`src/rtl/spi_sequencer.sv`:
```
// spi_sequencer: SPI master (CPOL=0, CPHA=0, MSB first) for the comparator
// DAC, pulse DAC, ADC and DDD serial ports.
// The host loads tx_data and target, then pulses start. The block runs one
// WIDTH-bit transfer and reports it with a one-cycle done pulse.
// Ports:
//   clk, reset  system clock, asynchronous active-high reset
//   start       request, sampled while idle or in the done cycle
//   target      0=cdac 1=pdac 2=adc 3=ddd, latched at start
//   tx_data     word to shift out, latched at start
//   miso        per-target serial return, bit index = target
//   busy, done  transfer in progress / one-cycle completion pulse
//   rx_data     last captured word, updated at done
//   cs_n        per-target chip select (active low, one-hot)
//   sclk, mosi  serial clock (idle low) and serial data
module spi_sequencer #(
  parameter int WIDTH  = 16,
  parameter int CLKDIV = 4
) (
  input  logic             clk,
  input  logic             reset,
  input  logic             start,
  input  logic [1:0]       target,
  input  logic [WIDTH-1:0] tx_data,
  input  logic [3:0]       miso,
  output logic             busy,
  output logic             done,
  output logic [WIDTH-1:0] rx_data,
  output logic [3:0]       cs_n,
  output logic             sclk,
  output logic             mosi
);

  localparam logic [2:0] S_IDLE  = 3'd0;
  localparam logic [2:0] S_SETUP = 3'd1;
  localparam logic [2:0] S_LOW   = 3'd2;
  localparam logic [2:0] S_HIGH  = 3'd3;
  localparam logic [2:0] S_HOLD  = 3'd4;
  localparam logic [2:0] S_DONE  = 3'd5;

  localparam int CW = $clog2(CLKDIV + 1);

  logic [2:0]       state;
  logic [CW-1:0]    div_cnt;
  logic [5:0]       bit_cnt;
  logic [1:0]       tgt;
  logic [WIDTH-1:0] tx_sh;
  logic [WIDTH-1:0] rx_sh;
  logic [WIDTH-1:0] tx_nxt;
  logic             div_end;
  logic             last_bit;

  assign div_end  = (div_cnt == CW'(CLKDIV - 1));
  assign last_bit = (bit_cnt == 6'(WIDTH - 1));
  // Shifting through a full-width temporary keeps WIDTH=1 legal.
  assign tx_nxt   = tx_sh << 1;

  always_ff @(posedge clk or posedge reset) begin
    if (reset) begin
      state   <= S_IDLE;
      div_cnt <= '0;
      bit_cnt <= '0;
      tgt     <= '0;
      tx_sh   <= '0;
      rx_sh   <= '0;
      busy    <= 1'b0;
      done    <= 1'b0;
      rx_data <= '0;
      cs_n    <= 4'hF;
      sclk    <= 1'b0;
      mosi    <= 1'b0;
    end else begin
      done <= 1'b0;
      case (state)
        // The done cycle accepts a new start so back-to-back transfers see
        // cs_n high for exactly one cycle.
        S_IDLE, S_DONE: begin
          cs_n <= 4'hF;
          busy <= 1'b0;
          sclk <= 1'b0;
          if (start) begin
            tgt     <= target;
            tx_sh   <= tx_data;
            rx_sh   <= '0;
            bit_cnt <= '0;
            div_cnt <= '0;
            busy    <= 1'b1;
            cs_n    <= ~(4'b0001 << target);
            mosi    <= tx_data[WIDTH-1];
            state   <= S_SETUP;
          end else begin
            state <= S_IDLE;
          end
        end
        S_SETUP: begin
          if (div_end) begin
            div_cnt <= '0;
            state   <= S_LOW;
          end else begin
            div_cnt <= div_cnt + 1'b1;
          end
        end
        // Rising sclk and the MISO sample share one edge.
        S_LOW: begin
          if (div_end) begin
            div_cnt <= '0;
            sclk    <= 1'b1;
            rx_sh   <= (rx_sh << 1) | WIDTH'(miso[tgt]);
            state   <= S_HIGH;
          end else begin
            div_cnt <= div_cnt + 1'b1;
          end
        end
        // MOSI only changes on the falling edge, never under a high sclk.
        S_HIGH: begin
          if (div_end) begin
            div_cnt <= '0;
            sclk    <= 1'b0;
            if (last_bit) begin
              state <= S_HOLD;
            end else begin
              bit_cnt <= bit_cnt + 1'b1;
              tx_sh   <= tx_nxt;
              mosi    <= tx_nxt[WIDTH-1];
              state   <= S_LOW;
            end
          end else begin
            div_cnt <= div_cnt + 1'b1;
          end
        end
        S_HOLD: begin
          if (div_end) begin
            div_cnt <= '0;
            cs_n    <= 4'hF;
            busy    <= 1'b0;
            done    <= 1'b1;
            rx_data <= rx_sh;
            state   <= S_DONE;
          end else begin
            div_cnt <= div_cnt + 1'b1;
          end
        end
        default: begin
          state   <= S_IDLE;
          div_cnt <= '0;
          bit_cnt <= '0;
          tgt     <= '0;
          tx_sh   <= '0;
          rx_sh   <= '0;
          busy    <= 1'b0;
          done    <= 1'b0;
          rx_data <= '0;
          cs_n    <= 4'hF;
          sclk    <= 1'b0;
          mosi    <= 1'b0;
        end
      endcase
    end
  end

endmodule

```
`config.mk`:
```
export PLATFORM = sky130hd
export DESIGN_NAME = spi_sequencer
export DESIGN_NICKNAME = d
export VERILOG_FILES = /design/src/rtl/spi_sequencer.sv
export SDC_FILE = /design/constraint.sdc
export NUM_CORES = 1
export LEC_CHECK = 0
export BUFFER_PORTS_ARGS = -buffer_cell sky130_fd_sc_hd__buf_4
export CORE_ASPECT_RATIO = 0.6
export CORE_MARGIN = 2
export CORE_UTILIZATION = 32
export DETAILED_ROUTE_END_ITERATION = 7
export GPL_ROUTABILITY_DRIVEN = 0
export SLEW_MARGIN = 20
export SYNTH_ARGS = -nofsm -noshare
export SYNTH_HDL_FRONTEND = slang
export SYNTH_SLANG_ARGS = --single-unit
```
`constraint.sdc`:
```
create_clock -name clk -period 2.3 [get_ports clk]
set_input_delay 0.46 -clock clk [delete_from_list [all_inputs] [get_ports clk]]
set_output_delay 0.46 -clock clk [all_outputs]
set_load 0.05 [all_outputs]
```
Yosys cells after proc, flatten, opt, wreduce, memory -nomap -nowiden

Cells that the tools add are included.

Logic and storage cells: 93
Bits of input ports: 25
Output and inout port bits: 24
Flip-flop bits (word level): 69

Add/subtract/negate cells: 2
$lt $le $gt $ge: 1
Bitwise gates (word level): 8
Equality and inequality tests: 13
Reduce and logical (&&, ||, !) cells: 15
Multiplexer cells: 41
Shift operators: 1

Operators by type and width:

| cell                | count |
|---|---|
| $mux 16             | 3 |
| $pmux 16 s3         | 1 |
| $mux 15             | 3 |
| $pmux 15 s3         | 1 |
| $pmux 16 s2         | 1 |
| $mux 3              | 7 |
| $mux 6              | 3 |
| $pmux 6 s3          | 1 |
| $or 16x1->16        | 1 |
| $pmux 3 s5          | 1 |
| $ne 2x2->1 const B  | 6 |
| $pmux 4 s3          | 1 |
| $mux 1              | 10 |
| $eq 3x2->1 const B  | 3 |
| $pmux 1 s3          | 3 |
| $reduce_or 3->1     | 3 |
| $mux 4              | 2 |
| $reduce_and 4->1    | 2 |
| $add 6x1->6 const B | 1 |
| $eq 3x3->1 const B  | 2 |
| $eq 6x4->1 const B  | 1 |
| $not 1->1           | 6 |
| $pmux 3 s2          | 1 |
| $reduce_and 2->1    | 3 |
| other kinds (13)    | 15 |

Depth between registers and ports, before layout

Word-level depth: 5
Depth in mapped cells: 8
Mapped depth without buffers: 5

Least setup slack after synthesis

OpenSTA, ideal clock, no wires.

Kind: register to register
Start point: reg div_cnt[0]
End point: reg tx_sh[0]
Data required time: 2175 ps
Path slack: 89 ps
Path buffers: 3
Stages on the path, launching flop included: 9
Arrival: 2086 ps
Clock period less this slack: 2211 ps
Setup time: 125 ps
Cells stage by stage: dfrtp_1 -> ha_1 -> nor2b_1 -> clkbuf_1 -> a222oi_1 -> a21o_1 -> buf_6 -> buf_12 -> mux2_4

Word-level cells in the longest chain between the ends: 3

Ends and longest elaborated chain:

| what                       | line | source |
|---|---|---|
| start: declaration         | 43   | `logic [CW-1:0] div_cnt;` |
| start signal: assignment   | 99   | `div_cnt <= div_cnt + 1'b1;` |
| start signal: assignment   | 110  | `div_cnt <= div_cnt + 1'b1;` |
| start signal: assignment   | 127  | `div_cnt <= div_cnt + 1'b1;` |
| $eq 3x2->1                 | 52   | `assign div_end = (div_cnt == CW'(CLKDIV - 1));` |
| $ne 2x2->1 (no line)       | --   |  |
| $reduce_and 4->1 (no line) | --   |  |
| end signal: assignment     | 82   | `tx_sh <= tx_data;` |
| end signal: assignment     | 122  | `tx_sh <= tx_nxt;` |
| end: declaration           | 46   | `logic [WIDTH-1:0] tx_sh;` |

Every way passes these cells.
A chain may end at the register's enable or synchronous reset.

Worst setup path after layout

Start point: reg div_cnt[0]
End point: reg tx_sh[13]

Same word-level chain as after synthesis.

==> run summary <==
The run finished with clean final reports. The count of flip-flops with a built-in enable after synthesis is 0. The via count of the first global-routing pass is ~2400.

The clock-pin slew reported for the worst setup and hold paths after clock tree synthesis is ~60 ps. For this run, design rule violations remaining after detail routing come to 0. Dividing the synthesized area by the synthesized cell count gives between 10 and 15 um^2. TritonCTS built the clock tree.

Dividing the detail-routed wire length by the instance count gives between 15 and 20 um. The detailed router's first-iteration violation count came out at 170. The leakage power is about 1.9 nW. Dividing total power by cell area gives a power density of between 600 and 700 nW/um^2.

The share of synthesized area occupied by flip-flops and latches is 52.8%. The synthesized netlist net count is between 300 and 400. The number of instances in the synthesized netlist is between 200 and 300. The number of buffers inserted to repair setup after CTS is 0. The tree is rooted in a sky130_fd_sc_hd__clkbuf_16. The placed wire-length estimate is 5040 um. Combinational cells account for about 3.0% of the total power. Counting I/O delays and the setup requirement, the final critical path takes 2070 ps. Leaving out fill and tap cells, the most frequent cell in the layout is sky130_fd_sc_hd__dfrtp_1. At the later pin of the worst-skew pair, clock insertion delay measures between 300 and 400 ps. Gates resized during post-CTS repair numbered 0.

The fraction of registers with async set/reset came out at 100%. After synthesis, the largest family of logic cells by area is compound AO/OA/AOI/OAI gates. For this configuration, the core starts out at a cell density of about a third.

The classification of the worst-slack hold path is input pin to async pin. The maximum fanout along the worst path came out at 18. In this run the biggest area consumer among cell types represents between 40% and 50% of the synthesized area. By startpoint and endpoint, the worst setup path is classified as flop to flop.

During synthesis, Yosys emitted a total of 0 warnings. The count of vias placed by the detailed router is approximately 2500. The kind of end point of the critical path is a flop. The layout overhead on the synthesized area is 26.7%. The H-tree was split into 3 levels. The critical path required time came out at around 2500 ps. The number of antenna violations at the first check in global routing came out at 0. The post-detailed-route count of antenna-violating nets came out at 0. Setup violations remaining at the end of the flow were counted as 0. The startpoint of the most critical register-to-register path is div_cnt[0]. The ratio of cells with drive above 1 in the final layout is 31.7%. The final number of max-transition violations came to 0.

The height of the die came out at between 80 and 90 um. The worst pin sits at a relative slew slack of between 50 and 60%. The number of core rows came out at 28. The worst path uses 89.9% of the clock period. Setup repair after global routing left no endpoint under its margin. The global-route usage over all layers is 14.3%. The internal power is about 2.1 mW.

For this design the top-level I/O count stands at 49. The data arrival time of the critical path came out at ~2300 ps. The number of hold buffers added after cts is 0.

After synthesis, the netlist uses 47 different library cells. The synthesized netlist devotes a little over a tenth of its cell area to simple gates. With fillers left out, the area of the finished cells amounts to 4150 um^2.

Across the VDD grid, the largest voltage drop is 333 uV. The slack of the worst reg-to-reg path came out at approximately 230 ps. The global-route wire length before repair is approximately 12000 um. The count of nets after finishing is roughly 370. The standard cell area after detailed placement came out at 3840 um^2.

The x dimension of the die is 135 um. The worst setup path is launched from a flop. Across the run, the number of max-cap violations was 0.

The final total negative setup slack came out at 0 ps. By area the synthesized netlist is led by sky130_fd_sc_hd__dfrtp_1 (50%), sky130_fd_sc_hd__a22o_1 (8.8%), sky130_fd_sc_hd__o21ai_0 (3.7%). The placeable core region came out at a little under 10000 um^2. The launching element of the worst setup path is div_cnt[0]. The final hold violation count is 0. The register bit count reported by yosys is 69. The synthesized netlist devotes a little under a quarter of its cell area to compound gates. The area of the die is between 10000 and 15000 um^2. For the pin with the worst max-slew slack, the measured transition is 737 ps. The total iterations of the first detailed-routing run came out at 4. The netlist area before placement came out at between 3000 and 4000 um^2.

Clock skew on the completed layout was measured at 6.75 ps. TritonCTS created 9 clock buffers. The largest area contributor in the synthesized netlist is sky130_fd_sc_hd__dfrtp_1.

The switching part of the total is approximately 22%. In the synthesized netlist, mux cells make up under 10% of the area. Of the total synthesized cell area, the portion taken by XOR and XNOR cells is less than 1%.

The total overflow left after global routing is 0. In the layout the commonest cells are sky130_fd_sc_hd__dfrtp_1 (65), sky130_fd_sc_hd__buf_4 (63), sky130_fd_sc_hd__a22o_1 (33). The most common flop cell mapped by yosys is sky130_fd_sc_hd__dfrtp_1. The mean number of vias per cell came out at around 5.2. The portion of total power attributed to the clock network is between 50% and 60%. The number of input and output port buffers inserted came out at 48. The longest clock path from root to sink contains 2 buffers. The fraction of the mapped netlist area in adder cells is less than 1%. The wire length after detailed routing is between 7000 and 8000 um. The number of sinks handled by clock tree synthesis came out at 69. Registers are responsible for around 45% of the overall power. The maximum number of pins on one net before global-route repair came out at 70. The net switching power came out at about 0.61 mW. The maximum operating frequency came out at 484 MHz. 0 antenna diodes ended up in the layout.
[routing by layer]
metal | GRT usage, % | up-vias | wire, um
met2 | 19.6 | 44 | 3230
li1 | - | 1210 | -
met4 | 4.32 | 0 | 42
met1 | 21.3 | 1280 | 3950
met3 | 4.33 | 4 | 324
met5 | 0 | - | 0
[Yosys cell counts (all sizes together), types with 4 or more instances]
master	count
a21oi	5
a22o	33
a22oi	15
a31oi	5
buf	5
clkbuf	18
dfrtp	65
dfstp	4
inv	7
mux2	18
nand2	24
nand2b	6
nor2	8
nor3	5
o21ai	26
o22ai	4
o32a	4
[critical path, cell delays in order (launching register included)]
cell                       delay (ps)
sky130_fd_sc_hd__dfrtp_1          410
sky130_fd_sc_hd__ha_1             260
sky130_fd_sc_hd__nor2b_1          160
sky130_fd_sc_hd__a222oi_1         410
sky130_fd_sc_hd__a21o_1           170
sky130_fd_sc_hd__buf_12           180
sky130_fd_sc_hd__mux2_2           350
[stage by stage]
step                      hold slack, ps  setup WS, ps  cells  total power [mW]  util, %
final                                205           232    485              2.72     41.9
after global routing                 242           102    485              2.83     41.9
after CTS                            224           146    485              2.76     41.8
after detailed placement             493           161    469              1.33     38.7
after global placement               484           241    469              1.33     38.7
after floorplan                      466          88.6    292              1.28        -
[power groups by stage]
stage	sequential (mW)	combinational [mW]	clock, mW
floorplan	1.24	0.0332	0
global placement	1.25	0.0827	0
detailed placement	1.25	0.0844	0
CTS	1.22	0.0845	1.45
global route	1.22	0.0932	1.51
finish	1.23	0.0822	1.41
[cells by family after synthesis]
family	after synthesis
AOI/OAI and AO/OA	105
xor gates and xnor gates	1
adders and majority gates	2
buffers and inverters	30
DFF	69
muxes	19
and+or+nand+nor	66
[flip-flops by register name, indices dropped and copies added, names as in the netlist]
| name | flops |
|---|---|
| cs_n | 4 |
| tx_sh | 15 |
| busy | 1 |
| tgt | 2 |
| state | 3 |
| rx_data | 16 |
| bit_cnt | 6 |
| done | 1 |
| mosi | 1 |
| div_cnt | 3 |
| rx_sh | 16 |
| sclk | 1 |
[final timing paths]
kind / endpoint / cells after the start
setup / recovery: tx_sh[13] / 6
hold / removal: rx_data[14] / 3
setup reg to reg: tx_sh[13] / 6
hold reg to reg: rx_data[15] / 1
max in group asynchronous: cs_n[0] / 3
min in group clk: cs_n[1] / 2
[layout make-up]
type,count,area [um^2]
clock inverters,7,82.6
well taps,135,169
inverters,7,26.3
repair buffers,65,513
clock buffers,9,225
multi-input cells,193,1410
flip-flops and latches,69,1730
fillers,926,5760
No activity file was read; power rests on OpenSTA's default activity.
